[src/rtl/fmul_arb.sv]
// fmul_arb: two-port arbiter sharing one multiplier, with timeout and qNaN substitution
module fmul_arb #(
  parameter int MAX_WAIT = 15
) (
  input  logic        clk,
  input  logic        rst,
  input  logic        req0_valid,
  input  logic [31:0] req0_x1,
  input  logic [31:0] req0_x2,
  output logic        req0_ready,
  output logic        rsp0_valid,
  output logic [31:0] rsp0_y,
  input  logic        rsp0_ready,
  input  logic        req1_valid,
  input  logic [31:0] req1_x1,
  input  logic [31:0] req1_x2,
  output logic        req1_ready,
  output logic        rsp1_valid,
  output logic [31:0] rsp1_y,
  input  logic        rsp1_ready,
  output logic [31:0] mul_x1,
  output logic [31:0] mul_x2,
  output logic        mul_ready,
  input  logic [31:0] mul_y,
  input  logic        mul_valid,
  output logic        busy,
  output logic        err
);
  typedef enum logic [1:0] {S_IDLE, S_ISSUE, S_WAIT, S_RESP} state_t;
  state_t state, nxt;
  logic        ptr, owner, hs, active, tmo, rsp_hs;
  logic [7:0]  cnt;
  logic [31:0] x1_q, x2_q, res_q;
  assign req0_ready = !rst && state == S_IDLE && req0_valid && (!req1_valid || !ptr);
  assign req1_ready = !rst && state == S_IDLE && req1_valid && (!req0_valid || ptr);
  assign hs     = req0_ready || req1_ready;
  assign active = state == S_ISSUE || state == S_WAIT;
  assign tmo    = active && !mul_valid && cnt == 8'(MAX_WAIT - 1);
  assign rsp_hs = state == S_RESP && (owner ? rsp1_ready : rsp0_ready);
  // state register
  always_ff @(posedge clk)
    state <= rst ? S_IDLE : nxt;
  // next-state: result or timeout ends the wait, consumer handshake ends the response
  always_comb begin
    nxt = state;
    if (state == S_IDLE) nxt = hs ? S_ISSUE : S_IDLE;
    else if (active) nxt = (mul_valid || tmo) ? S_RESP : S_WAIT;
    else nxt = rsp_hs ? S_IDLE : S_RESP;
  end
  // outputs decoded from state; results are only exposed to the owner while in RESP
  always_comb begin
    mul_ready  = state == S_ISSUE;
    busy       = state != S_IDLE;
    rsp0_valid = state == S_RESP && !owner;
    rsp1_valid = state == S_RESP && owner;
    rsp0_y     = rsp0_valid ? res_q : 32'h0;
    rsp1_y     = rsp1_valid ? res_q : 32'h0;
    mul_x1     = x1_q;
    mul_x2     = x2_q;
  end
  // operand capture, round-robin pointer, wait counter, result and sticky error
  always_ff @(posedge clk) begin
    if (rst) begin
      ptr   <= 1'b0;
      owner <= 1'b0;
      x1_q  <= 32'h0;
      x2_q  <= 32'h0;
      res_q <= 32'h0;
      cnt   <= 8'h0;
      err   <= 1'b0;
    end else begin
      if (hs) begin
        x1_q  <= req1_ready ? req1_x1 : req0_x1;
        x2_q  <= req1_ready ? req1_x2 : req0_x2;
        owner <= req1_ready;
        ptr   <= !req1_ready;
        cnt   <= 8'h0;
      end
      if (active) begin
        if (mul_valid) res_q <= mul_y;
        else if (tmo) begin
          res_q <= 32'h7FC00000;
          err   <= 1'b1;
        end else cnt <= cnt + 8'd1;
      end
    end
  end
endmodule

[config.mk]
export PLATFORM = sky130hd
export DESIGN_NAME = fmul_arb
export DESIGN_NICKNAME = d
export VERILOG_FILES = /design/src/rtl/fmul_arb.sv
export SDC_FILE = /design/constraint.sdc
export NUM_CORES = 1
export LEC_CHECK = 0
export CORE_AREA = 2 2 116 118
export DETAILED_ROUTE_END_ITERATION = 16
export DIE_AREA = 0 0 118 120
export PLACE_DENSITY = 0.87
export SYNTH_ARGS = -nofsm -noshare
export SYNTH_HDL_FRONTEND = slang
export SYNTH_SLANG_ARGS = --single-unit
[constraint.sdc]
create_clock -name clk -period 4.67 [get_ports clk]
set_input_delay 0.934 -clock clk [delete_from_list [all_inputs] [get_ports clk]]
set_output_delay 0.934 -clock clk [all_outputs]
set_load 0.02 [all_outputs]
# ---- Word-level counts from Yosys, hierarchy flattened
# Cells that the tools add are included.
dict set report classes {
  muxes 16
  n_bitwise 1
  eq_ne 4
  reduce_logical 27
  addsub 1
}
# operator count
set ops {}
lappend ops {{32-bit 2-to-1 mux} 6}
lappend ops {{8-bit 2-to-1 mux} 4}
lappend ops {{1-bit logical AND} 10}
lappend ops {{8-bit by 1-bit adder with 8-bit output, second input constant} 1}
lappend ops {{8-bit by 4-bit equality test with 1-bit output, second input constant} 1}
lappend ops {{1-bit logical NOT} 7}
lappend ops {{2-bit 2-to-1 mux} 3}
lappend ops {{1-bit logical OR} 5}
lappend ops {{2-bit equality test, second input constant} 2}
lappend ops {{2-bit nonzero test} 2}
lappend ops {{1-bit 2-to-1 mux} 3}
lappend ops {{3-bit AND reduction} 1}
lappend ops {{2-bit by 1-bit equality test with 1-bit output, second input constant} 1}
lappend ops {{2-bit logical NOT} 1}
lappend ops {{2-bit AND reduction} 1}
lappend ops {{1-bit NOT} 1}
dict set report word_totals {
  input_bits 167
  ff_bits 109
  word_cells 57
  out_inout_bits 135
}

# ---- Logic depth before layout (Yosys ltp)
# Gate-level depths: netlist of run 1.
dict set report depth {
  depth_word 9
  ltp_mapped 9
  mapped_depth_nobuf 7
}

# ---- Worst setup path after synthesis of run 1
# Ideal clock, no wire load.
dict set report synth_timing {
  path_kind {input-to-output}
  start {input port rst}
  end {output port req1_ready}
  required_ns 3.736
  setup_slack_ns 1.845
  arrival_ns 1.891
  n_path_buf 3
  cell_stages 5
  cell_sequence {buf_2 nor2b_1 and3_1 clkbuf_1 clkbuf_1}
}
dict set report synth_via {
  elab_chain_len 4
}
# item line_no
set synth_rtl {}
lappend synth_rtl {{from (decl)} 6} ;# input logic rst,
lappend synth_rtl {{1-bit logical NOT} 35} ;# assign req1_ready = !rst && state == S_IDLE && req1_valid && (!req0_valid || ptr);
lappend synth_rtl {{1-bit logical AND (3 in series)} 35}
lappend synth_rtl {{to (decl)} 17} ;# output logic req1_ready,
# No other way between the ends.

# ---- Worst setup path after layout of run 1
dict set report layout_timing {
  start {register owner}
  end {output port rsp0_y[3]}
}
dict set report layout_via {
  elab_chain_len 3
}
# item line_no
set layout_rtl {}
lappend layout_rtl {{from (decl)} 31} ;# logic ptr, owner, hs, active, tmo, rsp_hs;
lappend layout_rtl {{from (signal assigned)} 75} ;# owner <= req1_ready;
lappend layout_rtl {{1-bit logical NOT} 54} ;# rsp0_valid = state == S_RESP && !owner;
lappend layout_rtl {{1-bit logical AND} 54}
lappend layout_rtl {{32-bit 2-to-1 mux} 56} ;# rsp0_y = rsp0_valid ? res_q : 32'h0;
lappend layout_rtl {{to (decl)} 12} ;# output logic [31:0] rsp0_y,
# No other way between the ends.

==> impl_metrics.csv, run 1 <==
group,metric,value,unit
power,p_leak,3.04,nW
final_layout,synthToLayoutAreaGrowth,73.6,%
worst_setup_path,cp_top_family,"buffers and inverters",
sta,setup_tns,0,ns
cts,cts_root_buf,"clkbuf_16",
routing,drt-initial-drc-count,403,
final_layout,design_area,8020,um2
synth,synth_cell_type_count,38,
final_layout,final_nets,939,
synth,synth_edf_count,0,
final_layout,diodes,0,
synth,synth_fp_nets,665,
routing,ant_nets,0,
sta,rsz0062_at_grt,"no",
run_status,run_status,"finished, final reports clean",
sta,hold_viol,0,
synth,syn_inst,493,
worst_setup_path,crit_path_top_delay_cell,"clkdlybuf4s50_1",
worst_setup_path,worstPathArrival,2.53,ns
synth,ys_warn_count,0,
final_layout,drive_gt1_frac,0.0440,
cts,htreeDepth,3,
global_routing,met2_usage,0.382,
cts,post-cts-setup-buffers,0,
synth,synth_ff_type,"dfxtp_1",
job,drv_cap,0,
sta,tightest_slew,0.791,ns
synth,ys_ff_latch,109,
final_layout,stdcell_count,948,
cts,numClockSinks,109,
routing,via_per_inst,5.34,
worst_setup_path,crit_top_cell,"buf_4",
sta,fin_crit_sh,0.742,
routing,firstDrtPassIters,7,
sta,slew_violations,0,
place,globalplace.congestion,0.789,
floorplan,core_area,13000,um2
power,pwr_density_cell,393,nW/um2
place,placed_cells,932,
place,post-dp-hpwl,12000,um
cts,clk_pin_slew,0.07,ns
worst_setup_path,path_cells,"buf_4 -> nor2b_1 -> buf_4 -> and2_1 -> clkdlybuf4s50_1",
place,place_area,7730,um2
sta,setup_ws,1.21,ns
global_routing,grt_pass1_vias,4805,
global_routing,grt.overflow.total,0,
sta,skew,0.00875,ns
cts,cts_buffers,9,
routing,avgRoutedWirePerCell,17.2,um
sta,setup_viol,0,
worst_setup_path,cp-end-kind,"primary output",
floorplan,die-area,14200,um2
global_routing,use_met3,0.0599,
power,ir_worst_vdd,0.252,mV
floorplan,die_w,118,um
cts,clk_path_buf_depth,2,
min_path,hp-class,"reg2reg",
worst_setup_path,cp_num_buf_inv,3,
routing,vias,5061,
global_routing,gr-usage-met1,0.262,
cts,cts_tree,"built",
cts,hold_buffers,0,
floorplan,rows,42,
place,port_buffers,301,
floorplan,num_io_pins,302,
worst_setup_path,cp_max_fo,36,
synth,yosysSeqAreaShare,0.473,
cts,post_cts_resized,0,
routing,drc_errors,0,
global_routing,grt_pass1_wl,25100,um
global_routing,busiest_layer,"met2",
sta,fin_hold_ws,0.452,ns
global_routing,grt_usage,0.221,
sta,slew_headroom,0.472,
cts,clock_latency,0.35,ns
synth,synthArstFlopShare,0,
worst_setup_path,startpoint_type,"flop",
global_routing,antenna_found_initial,0,
place,pre_cts_ws,1.31,ns
worst_setup_path,required,3.74,ns
floorplan,start_util,0.356,
worst_setup_path,max_stage_delay,0.60,ns
sta,fin_crit,3.46,ns
synth,synth_area,4620,um2
worst_setup_path,criticalPathCategory,"reg2out",
global_routing,grt_max_degree,66,
sta,fmaxAchievable,289,MHz
synth,syn_area_per_cell,9.36,um2
routing,wirelength,16300,um
floorplan,die_height,120,um
## cell families after synthesis
group	after synthesis	synth area share
compound gates	116	0.216
xor+xnor	2	0.00379
flops	109	0.473
mux	17	0.0371
fa+ha+maj	5	0.0136
buf+inv	55	0.0515
simple gates	189	0.206
## flip-flops by register name (all words and copies together) (netlist names)
signal / flops
mul_x2: 32
owner: 1
state: 2
err: 1
ptr: 1
res_q: 32
mul_x1: 32
cnt: 8
## stage by stage
step | power (mW) | utilization
2_1_floorplan | 1.89 | -
3_3_place_gp | 2.40 | 0.595
3_5_place_dp | 2.43 | 0.595
4_1_cts | 3.18 | 0.618
5_1_grt | 3.34 | 0.618
6_report | 3.15 | 0.618
## synth_stat cells (6+ instances only)
library cell	n	area [um2]
and3_1	33	206
a21oi_1	17	85.1
a22o_1	23	201
dfxtp_1	109	2180
nor3_1	12	60.1
nand3_1	11	55.1
and2_1	33	206
a222oi_1	49	490
nor2_1	78	293
nand2_1	7	26.3
mux2i_1	16	160
inv_1	6	22.5
buf_2	7	35.0
clkbuf_1	38	143
a211oi_1	16	120
## worst register-to-register path: stages, from the launching register on
cell	delay, ns
dfxtp_1	0.33
inv_1	0.06
ha_1	0.36
nor2b_1	0.38
and3_2	0.26
buf_4	0.61
mux2i_1	0.28
a211oi_1	0.27
## final timing paths
path / to / startpoint / slack (ns) / cells after the start
worst min register to register: err / err / 0.45 / 2
worst max-delay path: rsp0_y[3] / owner / 1.21 / 5
worst max register to register: mul_x2[22] / state[0] / 2.05 / 7
worst min-delay path: err / err / 0.45 / 2
## routing by layer
metal,wire (um),vias to the layer above
met5,0,-
met4,371,0
met3,1400,26
met2,8100,269
met1,6460,2375
li1,-,2391
## area by class of cell
type                       count  area, um2
tap                          176        220
inverter                       7       26.3
multi-input combinational    329       2210
clock buffer                  14        274
timing repair buffer         311       3090
clock inverter                 2       16.3
fill                        1088       4960
sequential                   109       2180
## power by group
| group | total [mW] | switching (mW) | internal [mW] | leakage (nW) |
|---|---|---|---|---|
| clock network | 0.742 | 0.334 | 0.408 | 0.139 |
| registers | 1.23 | 0.116 | 1.11 | 0.890 |
| logic | 1.18 | 0.628 | 0.554 | 2.01 |
## cells in the final DEF, fill, tap and decap left out, drive strengths merged, types with 12 or more instances in the layout
| master | instances |
|---|---|
| a21oi | 18 |
| nor2 | 78 |
| and3 | 33 |
| nor3 | 12 |
| clkdlybuf4s50 | 300 |
| a211oi | 16 |
| mux2i | 16 |
| and2 | 33 |
| a22o | 23 |
| clkbuf | 14 |
| a222oi | 49 |
| dfxtp | 109 |
Power figures use the tool's default switching activity.
==> run 2, diff against run 1 <==
==> config.mk (replaced) <==
export PLATFORM = sky130hd
export DESIGN_NAME = fmul_arb
export DESIGN_NICKNAME = d
export VERILOG_FILES = /design/src/rtl/fmul_arb.sv
export SDC_FILE = /design/constraint.sdc
export NUM_CORES = 1
export LEC_CHECK = 0
export CORE_MARGIN = 1
export CORE_UTILIZATION = 33
export DETAILED_ROUTE_END_ITERATION = 16
export PLACE_DENSITY = 0.84
export SYNTH_ARGS = -nofsm -noshare
export SYNTH_HDL_FRONTEND = slang
export SYNTH_SLANG_ARGS = --single-unit
==> constraint.sdc (replaced) <==
create_clock -name clk -period 2.85 [get_ports clk]
set_input_delay 0.57 -clock clk [delete_from_list [all_inputs] [get_ports clk]]
set_output_delay 0.57 -clock clk [all_outputs]
set_load 0.02 [all_outputs]
==> run 2 against run 1 <==
Net effect:
- cell count is 0.21% higher
- first-iteration DRC count is 4.5% higher
- critical endpoint is now rsp1_y[3]
- clock skew shrank 0.0015 ns
- die area is 2.2% higher
- worst hold slack worse by 0.0058 ns
- critical path depth decreased by 2
- sequential share of layout area is 0.085 points lower
- combinational power is 66% higher
- flip-flop and latch count stayed put
- non-clock buffer count rose by 3
- clock power is 66% higher
==> impl_metrics.csv, run 2 (synthesized netlist as in run 1, its figures left out) <==
group,metric,value,unit
run_status,run_status,"finished, final reports clean",
place,globalplace.congestion,0.813,
worst_setup_path,worst-path-stages,3,
worst_setup_path,cp_num_buf_inv,2,
routing,drc_errors,0,
place,post-dp-hpwl,11500,um
final_layout,diodes,0,
sta,hold_viol,0,
routing,wirelength,15900,um
sta,skew,0.00720,ns
worst_setup_path,critical_path.startpoint,"owner",
floorplan,rows,42,
cts,cts_root_buf,"clkbuf_16",
power,p_sw,1.77,mW
final_layout,synthToLayoutAreaGrowth,74.2,%
min_path,hp-class,"reg2reg",
power,seqPwrFrac,0.387,
global_routing,use_met3,0.0623,
worst_setup_path,max_stage_delay,0.63,ns
routing,vias,5024,
global_routing,grt_pass1_vias,4740,
final_layout,final_cell_mix,"300 x clkdlybuf4s50_1, 109 x dfxtp_1, 77 x nor2_1, 49 x a222oi_1, 33 x and2_1",
cts,clock_latency,0.34,ns
cts,post_cts_resized,0,
power,p_total,5.20,mW
power,p_comb_frac,0.377,
routing,avgRoutedWirePerCell,16.8,um
global_routing,grt_usage,0.212,
global_routing,grt_max_degree,66,
worst_setup_path,worstPathArrival,2.11,ns
floorplan,die_w,120,um
routing,firstDrtPassIters,8,
cts,numClockSinks,109,
global_routing,gr-usage-met1,0.251,
sta,fin_crit_sh,0.941,
sta,tightest_slew,1.13,ns
sta,setup_tns,0,ns
worst_setup_path,r2r_start,"state[1]",
worst_setup_path,startpoint_type,"flop",
power,pwr_density_cell,647,nW/um2
place,port_buffers,301,
sta,slew_violations,0,
floorplan,start_util,0.343,
worst_setup_path,cp_max_fo,24,
global_routing,grt.overflow.total,0,
sta,fmaxAchievable,373,MHz
min_path,hp-start,"err",
power,p_leak,3.05,nW
job,drv_cap,0,
cts,cts_buffers,9,
global_routing,met2_usage,0.356,
floorplan,core_area,13500,um2
final_layout,fillers,1160,
cts,hold_buffers,0,
min_path,holdPathStages,2,
floorplan,die_height,120,um
global_routing,busiest_layer,"met2",
global_routing,grt_pass1_wl,24200,um
routing,ant_nets,0,
worst_setup_path,cp-end-kind,"primary output",
cts,clk_path_buf_depth,2,
cts,cts_tree,"built",
cts,clk_pin_slew,0.07,ns
routing,via_per_inst,5.29,
sta,setup_viol,0,
power,swShare,0.340,
final_layout,final_nets,942,
power,p_int,3.44,mW
final_layout,drive_gt1_frac,0.0465,
worst_setup_path,crit_path_top_delay_cell,"dfxtp_1",
worst_setup_path,rr_worst_depth,7,
final_layout,layout_commonest_cell,"clkdlybuf4s50_1",
sta,slew_headroom,0.248,
power,ir_worst_vdd,0.474,mV
worst_setup_path,criticalPathCategory,"reg2out",
global_routing,antenna_found_initial,0,
cts,htreeDepth,3,
worst_setup_path,required,2.28,ns
cts,post-cts-setup-buffers,0,
routing,drt-initial-drc-count,421,
sta,fin_crit,2.68,ns
power,p_clk_frac,0.236,
floorplan,die-area,14500,um2
floorplan,num_io_pins,302,
sta,rsz0062_at_grt,"no",
worst_setup_path,cp_top_family,"buffers and inverters",
worst_setup_path,path_cells,"buf_4 -> and3_1 -> clkdlybuf4s50_1",
[run 2: cell count changes in the layout (fill, tap and decap cells not counted)]
cell        change
buf_12          +1
buf_2           +1
clkbuf_8        -3
bufinv_16       +1
clkinvlp_4      +1
clkinv_2        +1
clkinv_4        -1
buf_4           +1
[run 2: worst register-to-register path, stage by stage, from the launching register on]
cell,delay [ns]
dfxtp_1,0.31
inv_1,0.07
ha_1,0.16
buf_4,0.15
nand2b_1,0.09
nor2_2,0.87
nor2_1,0.08
a211oi_1,0.26
[run 2: final cells by class]
cell class	instances	area, um2	share of cell area
Multi-Input combinational cell	329	2210	0.275
Inverter	7	26.3	0.00327
Clock inverter	4	50.0	0.00622
Timing Repair Buffer	314	3120	0.388
Sequential cell	109	2180	0.271
Clock buffer	11	233	0.0289
Tap cell	176	220	0.0274
[run 2: final timing paths]
kind | endpoint | slack [ns]
min reg2reg | err | 0.45
max | rsp1_y[3] | 0.17
max reg2reg | mul_x2[27] | 0.76
min | err | 0.45
[run 2: layer usage]
metal	vias up	part of all wire
met5	-	0
met4	0	0.029
met3	32	0.090
met2	262	0.47
met1	2338	0.41
li1	2392	-
[run 2: metrics by stage]
step	setup WS [ns]	util	hold slack [ns]	instances	cell area, um2
detailed placement	0.236	0.577	0.441	935	7760
CTS	0.159	0.598	0.450	950	8040
finish	0.167	0.598	0.447	950	8040
global route	0.0365	0.598	0.490	950	8040
floorplan	0.753	-	0.448	493	4620
global placement	0.251	0.577	0.433	935	7760
[run 2: power groups by stage]
stage	clock (mW)	combinational (mW)	sequential, mW
after floorplan	0	0.920	2.18
after global placement	0	1.94	2.03
after detailed placement	0	1.97	2.04
after CTS	1.27	1.98	2.01
after global routing	1.33	2.13	2.05
final	1.23	1.96	2.01
